`config.mk`:
```
export PLATFORM = sky130hd
export DESIGN_NAME = operand_fetch_stage_flat
export DESIGN_NICKNAME = d
export VERILOG_FILES = /design/src/rtl/operand_fetch_stage_if.sv /design/src/rtl/operand_fetch_stage.sv /design/src/flat_wrapper.sv
export SDC_FILE = /design/constraint.sdc
export NUM_CORES = 1
export LEC_CHECK = 0
export BUFFER_PORTS_ARGS = -buffer_cell sky130_fd_sc_hd__buf_2
export CAP_MARGIN = 30
export CELL_PAD_IN_SITES_DETAIL_PLACEMENT = 0
export CELL_PAD_IN_SITES_GLOBAL_PLACEMENT = 1
export CORE_AREA = 2 2 476 478
export CTS_BUF_LIST = sky130_fd_sc_hd__clkbuf_8
export CTS_CLUSTER_DIAMETER = 80
export DETAILED_ROUTE_END_ITERATION = 16
export DIE_AREA = 0 0 478 480
export PLACE_DENSITY_LB_ADDON = 0.1
export SYNTH_ARGS = -nofsm -noshare
export SYNTH_HDL_FRONTEND = slang
export SYNTH_SLANG_ARGS = --single-unit
```
`constraint.sdc`:
```
create_clock -name clk -period 7.1 [get_ports clk]
set_input_delay 1.42 -clock clk [delete_from_list [all_inputs] [get_ports clk]]
set_output_delay 1.42 -clock clk [all_outputs]
set_load 0.005 [all_outputs]
```
`src/rtl/operand_fetch_stage_if.sv`:
```
// Fetch-to-execute bundle for the operand fetch stage: input handshake, register bank view,
// writeback bypass and the decoded operand output.
interface operand_fetch_stage_if #(
    parameter int XLEN  = 32,
    parameter int NREGS = 32
);
    localparam int RW = $clog2(NREGS);

    logic                         in_valid;
    logic                         in_ready;
    logic [31:0]                  instr;
    logic                         flush;
    logic [NREGS-1:0][XLEN-1:0]   register_bank;
    logic                         wb_en;
    logic [RW-1:0]                wb_rd;
    logic [XLEN-1:0]              wb_data;
    logic                         out_valid;
    logic                         out_ready;
    logic [XLEN-1:0]              op1;
    logic [XLEN-1:0]              op2;
    logic [XLEN-1:0]              op3;
    logic [RW-1:0]                rd;
    logic [31:0]                  out_instr;
    logic                         illegal;

    modport master (
        output in_valid, instr, flush, register_bank, wb_en, wb_rd, wb_data, out_ready,
        input  in_ready, out_valid, op1, op2, op3, rd, out_instr, illegal
    );

    modport slave (
        input  in_valid, instr, flush, register_bank, wb_en, wb_rd, wb_data, out_ready,
        output in_ready, out_valid, op1, op2, op3, rd, out_instr, illegal
    );
endinterface

```
`src/rtl/operand_fetch_stage.sv`:
```
// Decode/operand-fetch stage: registers one instruction, presents operands read from the bank with bypass.
// One cycle latency; in_ready = !out_valid || out_ready, so a stalled execute holds the word and blocks fetch.
module operand_fetch_stage #(
    parameter int XLEN   = 32,
    parameter int NREGS  = 32,
    parameter bit BYPASS = 1'b1
) (
    input  logic                 clk,
    input  logic                 rst,
    operand_fetch_stage_if.slave io
);
    localparam int RW = $clog2(NREGS);

    typedef enum logic {EMPTY, FULL} state_e;
    typedef enum logic [2:0] {FMT_R, FMT_I, FMT_SI, FMT_S, FMT_B, FMT_U, FMT_J, FMT_NONE} fmt_e;

    state_e          state_q, state_d;
    fmt_e            fmt_q, fmt_d;
    logic            ill_q, ill_d;
    logic [XLEN-1:0] imm_q, imm_d;
    logic [RW-1:0]   rs1_q, rs2_q, rd_q;
    logic [31:0]     instr_q;
    logic            accept;
    logic [XLEN-1:0] r1, r2;

    logic [6:0]         opc;
    logic [2:0]         f3;
    logic signed [11:0] imm_i, imm_s;
    logic signed [12:0] imm_b;
    logic signed [31:0] imm_u;
    logic signed [20:0] imm_j;
    logic [5:0]         shamt;
    logic               bad_rs1, bad_rs2, bad_rd;

    assign opc   = io.instr[6:0];
    assign f3    = io.instr[14:12];
    assign imm_i = io.instr[31:20];
    assign imm_s = {io.instr[31:25], io.instr[11:7]};
    assign imm_b = {io.instr[31], io.instr[7], io.instr[30:25], io.instr[11:8], 1'b0};
    assign imm_u = {io.instr[31:12], 12'b0};
    assign imm_j = {io.instr[31], io.instr[19:12], io.instr[20], io.instr[30:21], 1'b0};
    assign shamt = (XLEN == 64) ? io.instr[25:20] : {1'b0, io.instr[24:20]};

    // Only reachable when the bank is smaller than the 32-entry architectural space
    assign bad_rs1 = {1'b0, io.instr[19:15]} >= 6'(NREGS);
    assign bad_rs2 = {1'b0, io.instr[24:20]} >= 6'(NREGS);
    assign bad_rd  = {1'b0, io.instr[11:7]}  >= 6'(NREGS);

    always_comb begin
        fmt_d = FMT_NONE;
        ill_d = 1'b0;
        imm_d = '0;
        case (opc)
            7'b0110011:             fmt_d = FMT_R;
            7'b0010011:             fmt_d = (f3 == 3'b001 || f3 == 3'b101) ? FMT_SI : FMT_I;
            7'b0000011, 7'b1100111: fmt_d = FMT_I;
            7'b0100011:             fmt_d = FMT_S;
            7'b1100011:             fmt_d = FMT_B;
            7'b0110111, 7'b0010111: fmt_d = FMT_U;
            7'b1101111:             fmt_d = FMT_J;
            7'b1110011:             ill_d = (io.instr != 32'h0010_0073);
            default:                ill_d = 1'b1;
        endcase
        case (fmt_d)
            FMT_R:         ill_d = bad_rs1 | bad_rs2 | bad_rd;
            FMT_I, FMT_SI: ill_d = bad_rs1 | bad_rd;
            FMT_S, FMT_B:  ill_d = bad_rs1 | bad_rs2;
            FMT_U, FMT_J:  ill_d = bad_rd;
            default:       ;
        endcase
        case (fmt_d)
            FMT_I:   imm_d = XLEN'(imm_i);
            FMT_SI:  imm_d = XLEN'(shamt);
            FMT_S:   imm_d = XLEN'(imm_s);
            FMT_B:   imm_d = XLEN'(imm_b);
            FMT_U:   imm_d = XLEN'(imm_u);
            FMT_J:   imm_d = XLEN'(imm_j);
            default: imm_d = '0;
        endcase
        if (ill_d) begin
            fmt_d = FMT_NONE;
            imm_d = '0;
        end
    end

    assign io.in_ready  = (state_q == EMPTY) || io.out_ready;
    assign io.out_valid = (state_q == FULL);
    assign accept       = io.in_valid && io.in_ready && !io.flush;

    always_comb begin
        state_d = state_q;
        if (io.flush)
            state_d = EMPTY;
        else if (accept)
            state_d = FULL;
        else if (state_q == FULL && io.out_ready)
            state_d = EMPTY;
    end

    always_ff @(posedge clk or posedge rst) begin
        if (rst)
            state_q <= EMPTY;
        else
            state_q <= state_d;
    end

    always_ff @(posedge clk or posedge rst) begin
        if (rst) begin
            fmt_q   <= FMT_NONE;
            ill_q   <= 1'b0;
            imm_q   <= '0;
            rs1_q   <= '0;
            rs2_q   <= '0;
            rd_q    <= '0;
            instr_q <= '0;
        end else if (accept) begin
            fmt_q   <= fmt_d;
            ill_q   <= ill_d;
            imm_q   <= imm_d;
            rs1_q   <= io.instr[15 +: RW];
            rs2_q   <= io.instr[20 +: RW];
            rd_q    <= io.instr[7 +: RW];
            instr_q <= io.instr;
        end
    end

    // Bypass covers the cycle in which the bank has not yet absorbed the writeback
    always_comb begin
        r1 = io.register_bank[rs1_q];
        r2 = io.register_bank[rs2_q];
        if (BYPASS && io.wb_en && io.wb_rd == rs1_q) r1 = io.wb_data;
        if (BYPASS && io.wb_en && io.wb_rd == rs2_q) r2 = io.wb_data;
        if (rs1_q == '0) r1 = '0;
        if (rs2_q == '0) r2 = '0;
    end

    always_comb begin
        io.op1     = '0;
        io.op2     = '0;
        io.op3     = '0;
        io.illegal = 1'b0;
        if (state_q == FULL) begin
            io.illegal = ill_q;
            case (fmt_q)
                FMT_R: begin
                    io.op1 = r1;
                    io.op2 = r2;
                end
                FMT_I, FMT_SI: begin
                    io.op1 = r1;
                    io.op2 = imm_q;
                end
                FMT_S, FMT_B: begin
                    io.op1 = r1;
                    io.op2 = r2;
                    io.op3 = imm_q;
                end
                FMT_U, FMT_J: io.op1 = imm_q;
                default: ;
            endcase
        end
    end

    assign io.rd        = rd_q;
    assign io.out_instr = instr_q;
endmodule
```
`src/flat_wrapper.sv`:
```
// flat-port wrapper written by rule: the top's interface ports become plain ports
module operand_fetch_stage_flat 
#(
    parameter int XLEN   = 32,
    parameter int NREGS  = 32,
    parameter bit BYPASS = 1'b1
)
  (clk, rst, io_in_valid, io_instr, io_flush, io_register_bank, io_wb_en, io_wb_rd, io_wb_data, io_out_ready, io_in_ready, io_out_valid, io_op1, io_op2, io_op3, io_rd, io_out_instr, io_illegal);
  operand_fetch_stage_if #(.XLEN(XLEN), .NREGS(NREGS)) io_i ();
  input  logic clk;
  input  logic rst;
  input wire logic [$bits(io_i.in_valid)-1:0] io_in_valid;
  input wire logic [$bits(io_i.instr)-1:0] io_instr;
  input wire logic [$bits(io_i.flush)-1:0] io_flush;
  input wire logic [$bits(io_i.register_bank)-1:0] io_register_bank;
  input wire logic [$bits(io_i.wb_en)-1:0] io_wb_en;
  input wire logic [$bits(io_i.wb_rd)-1:0] io_wb_rd;
  input wire logic [$bits(io_i.wb_data)-1:0] io_wb_data;
  input wire logic [$bits(io_i.out_ready)-1:0] io_out_ready;
  output wire logic [$bits(io_i.in_ready)-1:0] io_in_ready;
  output wire logic [$bits(io_i.out_valid)-1:0] io_out_valid;
  output wire logic [$bits(io_i.op1)-1:0] io_op1;
  output wire logic [$bits(io_i.op2)-1:0] io_op2;
  output wire logic [$bits(io_i.op3)-1:0] io_op3;
  output wire logic [$bits(io_i.rd)-1:0] io_rd;
  output wire logic [$bits(io_i.out_instr)-1:0] io_out_instr;
  output wire logic [$bits(io_i.illegal)-1:0] io_illegal;
  assign io_i.in_valid = io_in_valid;
  assign io_i.instr = io_instr;
  assign io_i.flush = io_flush;
  assign io_i.register_bank = io_register_bank;
  assign io_i.wb_en = io_wb_en;
  assign io_i.wb_rd = io_wb_rd;
  assign io_i.wb_data = io_wb_data;
  assign io_i.out_ready = io_out_ready;
  assign io_in_ready = io_i.in_ready;
  assign io_out_valid = io_i.out_valid;
  assign io_op1 = io_i.op1;
  assign io_op2 = io_i.op2;
  assign io_op3 = io_i.op3;
  assign io_rd = io_i.rd;
  assign io_out_instr = io_i.out_instr;
  assign io_illegal = io_i.illegal;
  operand_fetch_stage #(.XLEN(XLEN), .NREGS(NREGS), .BYPASS(BYPASS)) u_core (.clk(clk), .rst(rst), .io(io_i));
endmodule
```
# == Yosys cells after proc, flatten, opt, wreduce, memory -nomap -nowiden ==
# Index checks and enable logic that the tools add are counted.
# classes
n_reduce_logical,22
bitwise_logic,1
eq_ne,27
order_cmp,2
n_mux,25
# ops
operator,count
$mux 32,11
$bmux 32 s5,2
$pmux 32 s6,1
$pmux 32 s2,2
$ne 32x21->1 const B,1
$eq 7x7->1 const B,4
$eq 3x3->1 const B,7
$eq 7x6->1 const B,3
$pmux 3 s7,1
$eq 7x5->1 const B,2
$eq 3x2->1 const B,4
$lt 5x6->1 const B,2
$eq 5x5->1,2
$logic_not 5->1,2
$reduce_or 2->1,5
$eq 3x1->1 const B,3
$reduce_or 9->1,1
$eq 7x2->1 const B,1
$reduce_or 7->1,1
$logic_not 3->1,2
$logic_and 1x1->1,5
$mux 1,5
$reduce_or 5->1,1
$mux 3,1
other kinds (7),8
# totals
out_inout_bits,136
elab_cells,85
ff_bits,84

# == Longest topological paths before layout ==
# depth
word_depth,8
mapped_depth,11
ltp_nobuf,6

# == Least setup slack after synthesis ==
# Ideal clock, no wire load.
# synth_path
kind,input to output
start,input io_register_bank[766]
end,output io_op2[30]
slack_ns,2.936
required_ns,5.680
cell_stages,5
t_arrival_ns,2.744
cell_sequence,mux4_2 -> mux4_2 -> clkinv_1 -> o221ai_1 -> a32o_1
# synth_between
elab_chain_cells,6
# synth_lines
item,line,rtl
from (decl),flat_wrapper.sv:15,input wire logic [$bits(io_i.register_bank)-1:0] io_register_bank;
$bmux 32 s5,operand_fetch_stage.sv:130,r2 = io.register_bank[rs2_q];
$mux 32 (implied by the code),operand_fetch_stage.sv:130,
$mux 32,operand_fetch_stage.sv:132,if (BYPASS && io.wb_en && io.wb_rd == rs2_q) r2 = io.wb_data;
$mux 32,operand_fetch_stage.sv:134,if (rs2_q == '0) r2 = '0;
$pmux 32 s2,operand_fetch_stage.sv:144,case (fmt_q)
$mux 32,operand_fetch_stage.sv:142,if (state_q == FULL) begin
to (decl),flat_wrapper.sv:23,output wire logic [$bits(io_i.op2)-1:0] io_op2;
# Every way passes these cells. The select of a mux whose other input is x is not followed.

==> results_dict.tcl <==
set metrics [dict create \
    status "finished, final reports clean" \
    maxCapViolCount 0 \
    synthTopCellsByArea "mux4_2, mux2_2, dfrtp_1" \
    post-cts-setup-buffer-count 0 \
    hold_start "u_core.io.out_instr[6]$_DFFE_PP0P_" \
    synthesis.area_um2 20600 \
    yosys.area_share.simple 0.112 \
    start_util 0.0920 \
    synth_area_per_cell_um2 10.4 \
    r2r_setup_slack_ns 4.03 \
    cp_cell_sequence "buf_12, buf_4, mux4_2, a22oi_1, and3_1, a21oi_1, a211o_1, buf_2" \
    place_congestion 0.845 \
    drc 0 \
    via_count 25200 \
    dp_hpwl_um 196000 \
    cts_tree "built" \
    insertion_delay_ns 0.41 \
    grt_max_degree 66 \
    clock_path_buffers 2 \
    power_leakage_nw 12.2 \
    cp_data_arrival_time_ns 4.27 \
    ant_nets 0 \
    fmax_mhz 176 \
    synth-compound-area-share 0.169 \
    synthTopCellsByCount "mux4_2, mux2_2, mux2i_1" \
    dieWidth_um 478 \
    yosysUniqueCellTypes 64 \
    drive_gt1_frac 0.629 \
    slowest_delay_ns 0.87 \
    wl_per_cell_um 37.3 \
    root_buffer "clkbuf_8" \
    ys.flop_type "dfrtp_1" \
    min_to "u_core.io.out_instr[6]$_DFFE_PP0P_" \
    synth_edf_count 0 \
    synth_nets 3088 \
    rows 174 \
    synth_top_family_by_area "multiplexers" \
    hold_buffers 0 \
    slew_headroom 0.323 \
    fin_skew_ns 0.0176 \
    netlist_instances 1989 \
    rr_worst_depth 7 \
    holdPathStages 2 \
    area_growth_pct 49.1 \
    yosysMostFrequentCell "mux4_2" \
    ys_seq_elements 69 \
    core_area_um2 224000 \
    required_ns 5.68 \
    num-nets-final 4176 \
    die_h_um 480 \
    setup.worst_path.end_class "output pin" \
    htree_num_levels 3 \
    critPathKind "reg2out" \
    final_util 0.137 \
    worst_slew_pin_slew_ns 1.01 \
    rsz0062_at_grt "false" \
    synth_mux_area_frac 0.574 \
    clock_sinks 69 \
    drtIter0Drc 1496 \
    fin_crit_ns 5.69 \
    hold_class "reg2reg" \
    maxSlewViolCount 0 \
    pin_count 1235 \
    post-route-period-util 0.802 \
    peakVddDrop_v 0.0000766 \
    yosysWarningCount 0 \
    yosys.area.top_type "mux4_2" \
    cts_resized 0 \
    cts.clk_slew.worst_paths_ns 0.09 \
    async_reset_ff_frac 1.00 \
    timing.critical_path.max_delay_family "buffers and inverters" \
    ys_seq_area_frac 0.0840 \
    antenna_found_initial 192 \
    startpoint_type "flop" \
    io_buffers 1234 \
    wirelength_um 228000 \
    dieArea_um2 229000 \
    synthAdderAreaFrac 0 \
    hold_violations 0 \
    grt_overflow 0 \
    timing.rr.start "u_core.io.out_valid$_DFFE_PP0P_" \
    cp_num_buf_inv 3 \
    grt_pass1_wl_um 290000 \
    power_density_nw_per_um2 166 \
    setup_tns_ns 0 \
    synth_top_cell_area_share 0.427 \
    grt_pass1_vias 26700 \
    final-setup-viol-count 0 \
    grt_usage 0.191 \
    r2r-end "u_core.imm_q[20]$_DFFE_PP0P_" \
    first_pass_iters 5 \
    cts_buffers 9 \
    critical_path.max_fanout 42 \
    synth_xor_area_frac 0.00510 \
    viasPerCell 4.11 \
    startpoint "u_core.io.out_instr[16]$_DFFE_PP0P_" \
    crit_path_top_delay_cell "dfrtp_4" \
]
[state kept, by name, indices dropped and copies added, names as in the netlist]
| signal | cells |
|---|---|
| u_core.fmt_q | 3 |
| u_core.ill_q | 1 |
| u_core.imm_q | 32 |
| u_core.io.out_instr | 32 |
| u_core.io.out_valid | 1 |
[final cells by class]
class	instances	area (um^2)
diodes	51	128
well taps	2992	3740
flip-flops and latches	69	1760
clock buffers	11	151
multi-input cells	1667	17900
fillers	25700	193000
repair buffers	1322	6990
clock inverters	5	73.8
inverters	8	30.0
[layer usage]
metal	part of all wire	vias up	global-route usage
met1	0.42	13000	0.235
met5	0.0032	-	0
met2	0.50	1164	0.340
li1	-	10600	-
met3	0.059	304	0.0426
met4	0.019	122	0.0327
[worst max-delay path by stage]
stage / to / cells after the start / slack, ns
after floorplan: io_op2[30] / 5 / 2.94
after global placement: io_op1[24] / 7 / 1.31
after detailed placement: io_op1[24] / 7 / 1.34
after CTS: io_op1[15] / 9 / 1.32
after global routing: io_op1[14] / 8 / 1.23
final: io_op1[14] / 8 / 1.41
[cells by family after synthesis]
family | Yosys count
compound gates | 529
xor+xnor | 12
buf+inv | 253
flops | 69
mux | 673
simple gates | 453
[report_power, final]
part | switching, W | leakage, nW | internal (W)
logic | 0.00245 | 11.2 | 0.00166
clock network | 0.000196 | 0.121 | 0.000215
registers | 0.000153 | 0.869 | 0.000433
[cell usage in the layout (no fill, tap or decap), types with 51 or more instances in the layout]
cell type,n
buf_2,1234
mux4_2,391
mux2_2,157
mux2i_1,124
a22oi_1,123
o22ai_1,122
o21ai_0,115
nor3_1,112
nand2_1,96
buf_4,73
nor2_1,65
dfrtp_1,56
diode_2,51
[worst reg2reg max path, cell delays in order, from the launching register on]
cell	delay, ns
dfrtp_1	0.55
nand2b_1	0.20
nand3b_1	0.10
buf_4	0.29
nor2_1	0.24
o211ai_2	0.40
nor4b_4	0.95
a221o_1	0.29
[metrics by stage]
step	hold WS [ns]	area (um^2)	total power, W	instances	worst slack [ns]
final	0.489	30700	0.00511	6125	1.41
after global routing	0.530	30700	0.00542	6098	1.23
after CTS	0.492	30600	0.00528	6074	1.32
after detailed placement	0.470	30400	0.00485	6058	1.34
after global placement	0.470	30300	0.00486	6051	1.31
after floorplan	0.440	20600	0.00267	1989	2.94
(Power assumes the default switching activity.)
